<file path="src/rtl/regfile_wb_arbiter_if.sv">
// Writeback, issue and register-file-write signals shared by the pipeline
// (master) and the writeback arbiter (slave).
interface regfile_wb_arbiter_if #(
  parameter int DATA_W = 32,
  parameter int ADDR_W = 5
);
  logic              alu_valid;
  logic [ADDR_W-1:0] alu_rd;
  logic [DATA_W-1:0] alu_data;
  logic              alu_ready;

  logic              mem_valid;
  logic [ADDR_W-1:0] mem_rd;
  logic [DATA_W-1:0] mem_data;
  logic              mem_ready;

  logic              issue_valid;
  logic [ADDR_W-1:0] issue_rd;
  logic              issue_ready;

  logic [ADDR_W-1:0] rs1;
  logic [ADDR_W-1:0] rs2;
  logic              raw_stall;

  logic              RegWrite;
  logic [ADDR_W-1:0] Write_Register;
  logic [DATA_W-1:0] Write_Data;

  modport master (
    output alu_valid, alu_rd, alu_data,
    input  alu_ready,
    output mem_valid, mem_rd, mem_data,
    input  mem_ready,
    output issue_valid, issue_rd,
    input  issue_ready,
    output rs1, rs2,
    input  raw_stall,
    input  RegWrite, Write_Register, Write_Data
  );

  modport slave (
    input  alu_valid, alu_rd, alu_data,
    output alu_ready,
    input  mem_valid, mem_rd, mem_data,
    output mem_ready,
    input  issue_valid, issue_rd,
    output issue_ready,
    input  rs1, rs2,
    output raw_stall,
    output RegWrite, Write_Register, Write_Data
  );
endinterface

</file>
<file path="src/rtl/regfile_wb_arbiter.sv">
// Round-robin arbiter for the register-file write port (ALU vs. load) with a
// busy scoreboard that lets decode stall on pending writes.
//
//  state   | meaning
//  PTR_ALU | ALU wins the next contended cycle
//  PTR_MEM | load wins the next contended cycle
module regfile_wb_arbiter #(
  parameter int DATA_W = 32,
  parameter int ADDR_W = 5,
  parameter int NREG   = 32
) (
  input  logic                  Clock,
  input  logic                  Reset,
  regfile_wb_arbiter_if.slave   bus
);

  typedef enum logic {PTR_ALU = 1'b0, PTR_MEM = 1'b1} ptr_e;

  ptr_e              ptr_q, ptr_d;
  logic              alu_gnt, mem_gnt;

  logic              reg_write_q, reg_write_d;
  logic [ADDR_W-1:0] wr_reg_q, wr_reg_d;
  logic [DATA_W-1:0] wr_data_q, wr_data_d;
  logic [NREG-1:0]   busy_q, busy_d;

  logic [ADDR_W-1:0] sel_rd;
  logic [DATA_W-1:0] sel_data;
  logic              issue_set;

  always_ff @(posedge Clock) begin
    if (Reset) ptr_q <= PTR_ALU;
    else       ptr_q <= ptr_d;
  end

  always_comb begin
    ptr_d = ptr_q;
    if (alu_gnt)      ptr_d = PTR_MEM;
    else if (mem_gnt) ptr_d = PTR_ALU;
  end

  // No handshake completes while Reset is held, so nothing is recorded.
  always_comb begin
    alu_gnt = 1'b0;
    mem_gnt = 1'b0;
    if (!Reset) begin
      alu_gnt = bus.alu_valid & (~bus.mem_valid | (ptr_q == PTR_ALU));
      mem_gnt = bus.mem_valid & (~bus.alu_valid | (ptr_q == PTR_MEM));
    end
  end

  assign bus.alu_ready = alu_gnt;
  assign bus.mem_ready = mem_gnt;

  always_comb begin
    sel_rd      = alu_gnt ? bus.alu_rd   : bus.mem_rd;
    sel_data    = alu_gnt ? bus.alu_data : bus.mem_data;
    reg_write_d = 1'b0;
    wr_reg_d    = wr_reg_q;
    wr_data_d   = wr_data_q;
    if (alu_gnt | mem_gnt) begin
      reg_write_d = (sel_rd != '0);
      wr_reg_d    = sel_rd;
      wr_data_d   = sel_data;
    end
  end

  assign issue_set = bus.issue_valid & bus.issue_ready & (bus.issue_rd != '0);

  // Clear first so a same-edge issue to the register being written wins.
  always_comb begin
    busy_d = busy_q;
    if (reg_write_q) busy_d[wr_reg_q] = 1'b0;
    if (issue_set)   busy_d[bus.issue_rd] = 1'b1;
    busy_d[0] = 1'b0;
  end

  always_ff @(posedge Clock) begin
    if (Reset) begin
      reg_write_q <= 1'b0;
      wr_reg_q    <= '0;
      wr_data_q   <= '0;
      busy_q      <= '0;
    end else begin
      reg_write_q <= reg_write_d;
      wr_reg_q    <= wr_reg_d;
      wr_data_q   <= wr_data_d;
      busy_q      <= busy_d;
    end
  end

  assign bus.issue_ready    = ~busy_q[bus.issue_rd];
  assign bus.raw_stall      = ((bus.rs1 != '0) & busy_q[bus.rs1]) |
                              ((bus.rs2 != '0) & busy_q[bus.rs2]);
  assign bus.RegWrite       = reg_write_q;
  assign bus.Write_Register = wr_reg_q;
  assign bus.Write_Data     = wr_data_q;

endmodule

</file>
<file path="src/flat_wrapper.sv">
// flat-port wrapper written by rule: the top's interface ports become plain ports
module regfile_wb_arbiter_flat 
#(
  parameter int DATA_W = 32,
  parameter int ADDR_W = 5,
  parameter int NREG   = 32
)
  (Clock, Reset, bus_alu_valid, bus_alu_rd, bus_alu_data, bus_alu_ready, bus_mem_valid, bus_mem_rd, bus_mem_data, bus_mem_ready, bus_issue_valid, bus_issue_rd, bus_issue_ready, bus_rs1, bus_rs2, bus_raw_stall, bus_RegWrite, bus_Write_Register, bus_Write_Data);
  regfile_wb_arbiter_if #(.DATA_W(DATA_W), .ADDR_W(ADDR_W)) bus_i ();
  input  logic Clock;
  input  logic Reset;
  input wire logic [$bits(bus_i.alu_valid)-1:0] bus_alu_valid;
  input wire logic [$bits(bus_i.alu_rd)-1:0] bus_alu_rd;
  input wire logic [$bits(bus_i.alu_data)-1:0] bus_alu_data;
  output wire logic [$bits(bus_i.alu_ready)-1:0] bus_alu_ready;
  input wire logic [$bits(bus_i.mem_valid)-1:0] bus_mem_valid;
  input wire logic [$bits(bus_i.mem_rd)-1:0] bus_mem_rd;
  input wire logic [$bits(bus_i.mem_data)-1:0] bus_mem_data;
  output wire logic [$bits(bus_i.mem_ready)-1:0] bus_mem_ready;
  input wire logic [$bits(bus_i.issue_valid)-1:0] bus_issue_valid;
  input wire logic [$bits(bus_i.issue_rd)-1:0] bus_issue_rd;
  output wire logic [$bits(bus_i.issue_ready)-1:0] bus_issue_ready;
  input wire logic [$bits(bus_i.rs1)-1:0] bus_rs1;
  input wire logic [$bits(bus_i.rs2)-1:0] bus_rs2;
  output wire logic [$bits(bus_i.raw_stall)-1:0] bus_raw_stall;
  output wire logic [$bits(bus_i.RegWrite)-1:0] bus_RegWrite;
  output wire logic [$bits(bus_i.Write_Register)-1:0] bus_Write_Register;
  output wire logic [$bits(bus_i.Write_Data)-1:0] bus_Write_Data;
  assign bus_i.alu_valid = bus_alu_valid;
  assign bus_i.alu_rd = bus_alu_rd;
  assign bus_i.alu_data = bus_alu_data;
  assign bus_alu_ready = bus_i.alu_ready;
  assign bus_i.mem_valid = bus_mem_valid;
  assign bus_i.mem_rd = bus_mem_rd;
  assign bus_i.mem_data = bus_mem_data;
  assign bus_mem_ready = bus_i.mem_ready;
  assign bus_i.issue_valid = bus_issue_valid;
  assign bus_i.issue_rd = bus_issue_rd;
  assign bus_issue_ready = bus_i.issue_ready;
  assign bus_i.rs1 = bus_rs1;
  assign bus_i.rs2 = bus_rs2;
  assign bus_raw_stall = bus_i.raw_stall;
  assign bus_RegWrite = bus_i.RegWrite;
  assign bus_Write_Register = bus_i.Write_Register;
  assign bus_Write_Data = bus_i.Write_Data;
  regfile_wb_arbiter #(.DATA_W(DATA_W), .ADDR_W(ADDR_W), .NREG(NREG)) u_core (.Clock(Clock), .Reset(Reset), .bus(bus_i));
endmodule
</file>
<file path="config.mk">
export PLATFORM = sky130hd
export DESIGN_NAME = regfile_wb_arbiter_flat
export DESIGN_NICKNAME = d
export VERILOG_FILES = /design/src/rtl/regfile_wb_arbiter_if.sv /design/src/rtl/regfile_wb_arbiter.sv /design/src/flat_wrapper.sv
export SDC_FILE = /design/constraint.sdc
export NUM_CORES = 1
export LEC_CHECK = 0
export ABC_AREA = 1
export BUFFER_PORTS_ARGS = -buffer_cell sky130_fd_sc_hd__clkbuf_2
export CAP_MARGIN = 10
export CORE_MARGIN = 10
export CORE_UTILIZATION = 35
export DETAILED_ROUTE_END_ITERATION = 8
export SLEW_MARGIN = 20
export SYNTH_ARGS = -nofsm -noshare
export SYNTH_HDL_FRONTEND = slang
export SYNTH_SLANG_ARGS = --single-unit
</file>
<file path="constraint.sdc">
create_clock -name Clock -period 1.7 [get_ports Clock]
set_clock_uncertainty 0.15 [all_clocks]
set_input_delay 0.34 -clock Clock [delete_from_list [all_inputs] [get_ports Clock]]
set_output_delay 0.34 -clock Clock [all_outputs]
set_load 0.03 [all_outputs]
</file>
==> After elaboration in Yosys (flattened, before gate mapping) <==
Index checks and enable logic that the tools add are counted.
{ "classes": {"addsub": 0, "div_mod_pow": 0, "bitwise": 18, "n_reduce_logical": 8, "eq_ne": 0, "order_cmp": 6, "n_mul": 0, "shift": 0, "muxes": 18} }
{ "op_table": {"columns": ["operator", "n"], "rows": [
  ["2-to-1 mux 32 bit", 3],
  ["bitwise AND 32 bit", 1],
  ["inverter 32 bit", 1],
  ["bitwise OR 32 bit", 1],
  ["less-than comparator 5 x 6 -> 1 bit (second input constant)", 4],
  ["nonzero test 5 bit", 4],
  ["binary-select mux 1 bit (select 5 bit)", 3],
  ["demux 1 bit (select 5 bit)", 2],
  [">= comparator 5 x 1 -> 1 bit (second input constant)", 2],
  ["2-to-1 mux 1 bit", 9],
  ["bitwise AND 1 bit", 6],
  ["2-to-1 mux 5 bit", 1],
  ["inverter 1 bit", 5],
  ["bitwise OR 1 bit", 4],
  ["logical AND 1 bit", 2],
  ["nonzero test 2 bit", 1],
  ["OR reduction 2 bit", 1]
]} }
{ "totals": {"elab_cells": 56, "output_inout_bits": 42, "memories": 0, "romBits": 0, "mem_bits_rw": 0, "inputBits": 94, "latchBits": 0, "register_bits": 71} }

==> Longest topological paths before layout <==
{ "depth": {"ltp_word": 9, "mapped_depth": 14, "depth_no_buf": 12} }

==> Worst setup path after synthesis <==
Ideal clock, no wire load.
{ "synth_path": {"kind": "input-to-reg", "startpoint": "in Reset", "endpoint": "reg u_core.wr_data_q[15], in the netlist u_core.bus.Write_Data[15]", "stages": 9, "path_buffers": 3, "required_time_ns": 1.435, "setup_ns": 0.115, "path_slack_ns": -0.367, "arrival_ns": 1.802, "path_cell_list": "buf_2 > inv_1 > nand2_1 > a21oi_1 > nor2_1 > buf_2 > buf_2 > o21ai_0 > inv_1"} }
{ "synth_via": {"elab_chain_cells": 2, "elab_cells_between_ends": 4, "classes_between": "3 x mux; 1 x bitwise"} }
{ "synth_rtl": {"columns": ["item", "line_no", "rtl"], "rows": [
  ["start, declared", "flat_wrapper.sv:11", "input logic Reset;"],
  ["2-to-1 mux 1 bit", "regfile_wb_arbiter.sv:46", "if (!Reset) begin"],
  ["named net bus_mem_ready", "flat_wrapper.sv:19", "output wire logic [$bits(bus_i.mem_ready)-1:0] bus_mem_ready;"],
  ["bitwise OR 1 bit", "regfile_wb_arbiter.sv:61", "if (alu_gnt | mem_gnt) begin"],
  ["end signal, assigned", "regfile_wb_arbiter.sv:87", "wr_data_q <= wr_data_d;"],
  ["end, declared", "regfile_wb_arbiter.sv:24", "logic [DATA_W-1:0] wr_data_q, wr_data_d;"]
]} }
The timed path passes the listed nets, and every way through them passes these cells.
A chain may end at the register's enable or synchronous reset.

==> Final worst setup path <==
{ "layout_path": {"startpoint": "reg u_core.busy_q[21]", "endpoint": "out bus_raw_stall"} }
{ "layout_via": {"elab_chain_cells": 4, "elab_cells_between_ends": 7, "classes_between": "4 x mux; 3 x bitwise"} }
{ "layout_rtl": {"columns": ["item", "line_no", "rtl"], "rows": [
  ["start, declared", "regfile_wb_arbiter.sv:25", "logic [NREG-1:0] busy_q, busy_d;"],
  ["start signal, assigned", "regfile_wb_arbiter.sv:88", "busy_q <= busy_d;"],
  ["binary-select mux 1 bit (select 5 bit) (on tied branches)", "regfile_wb_arbiter.sv:93, regfile_wb_arbiter.sv:94", null],
  ["2-to-1 mux 1 bit (on tied branches)", "regfile_wb_arbiter.sv:93, regfile_wb_arbiter.sv:94", null],
  ["bitwise AND 1 bit (on tied branches)", "regfile_wb_arbiter.sv:93, regfile_wb_arbiter.sv:94", null],
  ["bitwise OR 1 bit (*)", "regfile_wb_arbiter.sv:93", "assign bus.raw_stall = ((bus.rs1 != '0) & busy_q[bus.rs1]) |"],
  ["end, declared", "flat_wrapper.sv:25", "output wire logic [$bits(bus_i.raw_stall)-1:0] bus_raw_stall;"]
]} }
Every way passes the cells marked *; elsewhere a longest branch is shown, timed or not. The select of a mux whose other input is x is not followed.

==> flow_summary.json <==
{
  "status": "finished, violations left",
  "violations": "setup timing",
  "rows": 40,
  "synth_seq_area_share": 0.324,
  "diodes": 0,
  "fin_nets": 992,
  "coreArea_sq_um": 12100,
  "drtIter0Drc": 398,
  "tightestPinTransition_ps": 872,
  "clk_pin_slew_ps": 60,
  "nFillCells": 1228,
  "post-route-drc-count": 0,
  "pin_count": 136,
  "routed_via_density": 4.86,
  "gp_congestion": 0.935,
  "crit_type": "register to output port",
  "max_freq_mhz": 495,
  "syn_inst": 722,
  "synth-warning-count": 0,
  "syn_nets": 816,
  "setup_viol": 33,
  "synth.top_cell.area_share": 0.324,
  "synth_seq_cells": 70,
  "grt-ovfl-total": 0,
  "htreeDepth": 3,
  "synth.avg_cell_area_sq_um": 5.99,
  "drive_above_1_share": 0.347,
  "cp.arrival_ps": 1530,
  "wire_per_inst_um": 15.2,
  "timing_max_transition_violations_final": 0,
  "seqCellArea_sq_um": 1430,
  "drv_cap": 0,
  "crit_fanout": 3,
  "yosys.area.top_type": "dfxtp_1",
  "cts_root_buf": "clkbuf_16",
  "detail-route-antenna-nets": 0,
  "finalWorstSetupSlack_ps": -320,
  "end_kind": "output port",
  "peakVddDrop_v": 0.000576,
  "die_w_um": 131,
  "syn_area_sq_um": 4330,
  "antenna_found_initial": 0,
  "cp.required_ps": 1210,
  "timing.hold.ws_ps": 146,
  "dr_total_vias": 5196,
  "cts_tree": "built",
  "cts_made_buffers": 9,
  "die_y_um": 131,
  "area_delta_synth_final_pct": 48.6,
  "grt_max_degree": 69,
  "fin_crit_ps": 2020,
  "fin_area_sq_um": 6430,
  "post_dp_cell_area_sq_um": 5540,
  "track_usage": 0.176,
  "die-area_sq_um": 17200,
  "dp_worst_setup_slack_ps": -287,
  "cp-start-kind": "register",
  "synthTopCellsByArea": "dfxtp_1 (32%), nand2_1 (18%), inv_1 (10%)",
  "cts_hold_buf": 0,
  "clk-insertion-delay-late_ps": 330,
  "yosys.cell_types.count": 27,
  "rrSetupSlack_ps": -240,
  "finalPower_w": 0.00482,
  "min_path_type": "input port to register",
  "port_buffers": 135,
  "hold_viol": 0,
  "cts_buffer_depth": 2,
  "maxSlewHeadroom": 0.419,
  "initial_core_util": 0.359,
  "hpwlAfterDp_mm": 11.8,
  "cts_sinks": 70,
  "first_pass_iters": 6,
  "wl_mm": 16.3,
  "grt_pass1_vias": 5012,
  "finalCritPeriodShare": 1.19,
  "power.density_nw_per_um2": 749,
  "grt_pass1_wl_mm": 25.2,
  "leakagePower_nw": 3.14,
  "rsz0062_at_grt": "true",
  "multi_input_area_sq_um": 2660
}
## cells in the mapped netlist, drive strengths merged
master / n
clkbuf: 15
nor2: 34
nand4: 1
nor4: 1
nor3: 8
o211ai: 8
clkinv: 2
nand3: 57
o221ai: 5
o2111ai: 6
nand2: 209
nand3b: 2
a21oi: 82
inv: 116
a31oi: 2
buf: 20
mux2i: 1
dfxtp: 70
o21ai: 83
## registers in the layout (all words and copies together) (netlist names)
signal,cells
u_core.busy_q,31
u_core.bus.Write_Data,32
u_core.bus.Write_Register,5
u_core.ptr_q,1
u_core.bus.RegWrite,1
## worst paths after layout
| check | startpoint | to | cells after the start |
|---|---|---|---|
| max | u_core.busy_q[21] | bus_raw_stall | 7 |
| min | bus_alu_data[11] | u_core.bus.Write_Data[11] | 5 |
| max reg2reg | u_core.busy_q[23] | u_core.busy_q[12] | 14 |
| min reg2reg | u_core.ptr_q | u_core.ptr_q | 2 |
## cells in the final DEF (no fill, tap or decap), drive strengths merged
cell type,netlist,routed
inv,116,116
o221ai,5,5
bufbuf,0,1
nand2,209,209
buf,20,64
nand4,1,1
dfxtp,70,70
bufinv,0,1
nor3,8,8
mux2i,1,1
clkinv,2,5
nand3,57,57
nor4,1,1
o211ai,8,8
a21oi,82,82
clkbuf,15,146
nor2,34,34
nand3b,2,2
o21ai,83,83
o2111ai,6,6
a31oi,2,2
## kinds of logic after synthesis
group,synth area share
multiplexers,0.00231
flip-flops,0.324
AO/OA/AOI/OAI,0.230
buffers and inverters,0.147
AND/OR/NAND/NOR,0.296
## critical path, cell delays in order (launching register included)
cell and delay, ps:
dfxtp_1 380, inv_1 120, o221ai_1 240, nand3_1 110, nand4_1 90, nand2_1 60, nand2_2 70, buf_8 120
## per-stage QoR
stage / setup TNS (ps) / util / instances
floorplan: -71.8 / - / 722
global placement: -5690 / 0.459 / 1044
detailed placement: -6690 / 0.459 / 1044
CTS: -2130 / 0.494 / 1065
global route: -10390 / 0.533 / 1070
finish: -6480 / 0.533 / 1070
## layout make-up
class / count / share of cell area
Timing Repair Buffer: 200 / 0.217
Clock inverter: 4 / 0.00759
Clock buffer: 11 / 0.0362
Tap cell: 168 / 0.0327
Sequential cell: 70 / 0.223
Multi-Input combinational cell: 499 / 0.414
Inverter: 118 / 0.0691
## what timing repair did
item / 4_1_cts / 5_1_grt
gates cloned: 2 / 4
setup endpoints to repair: 6 / 54
buffers inserted: 4 / 2
resized for setup: 43 / 88
pin swaps: 16 / 33
## routing by layer
| layer | GRT usage | vias up | wire (um) |
|---|---|---|---|
| met4 | 0.0606 | 0 | 342 |
| met1 | 0.218 | 2286 | 7060 |
| li1 | - | 2686 | - |
| met3 | 0.0648 | 20 | 1460 |
| met5 | 0 | - | 0 |
| met2 | 0.276 | 204 | 7450 |
## power by group
group          internal [W]  switching (W)  total (W)
Clock               0.00113       0.000695    0.00182
Sequential          0.00174      0.0000677    0.00180
Combinational      0.000461       0.000733    0.00119
(Power assumes the default switching activity.)
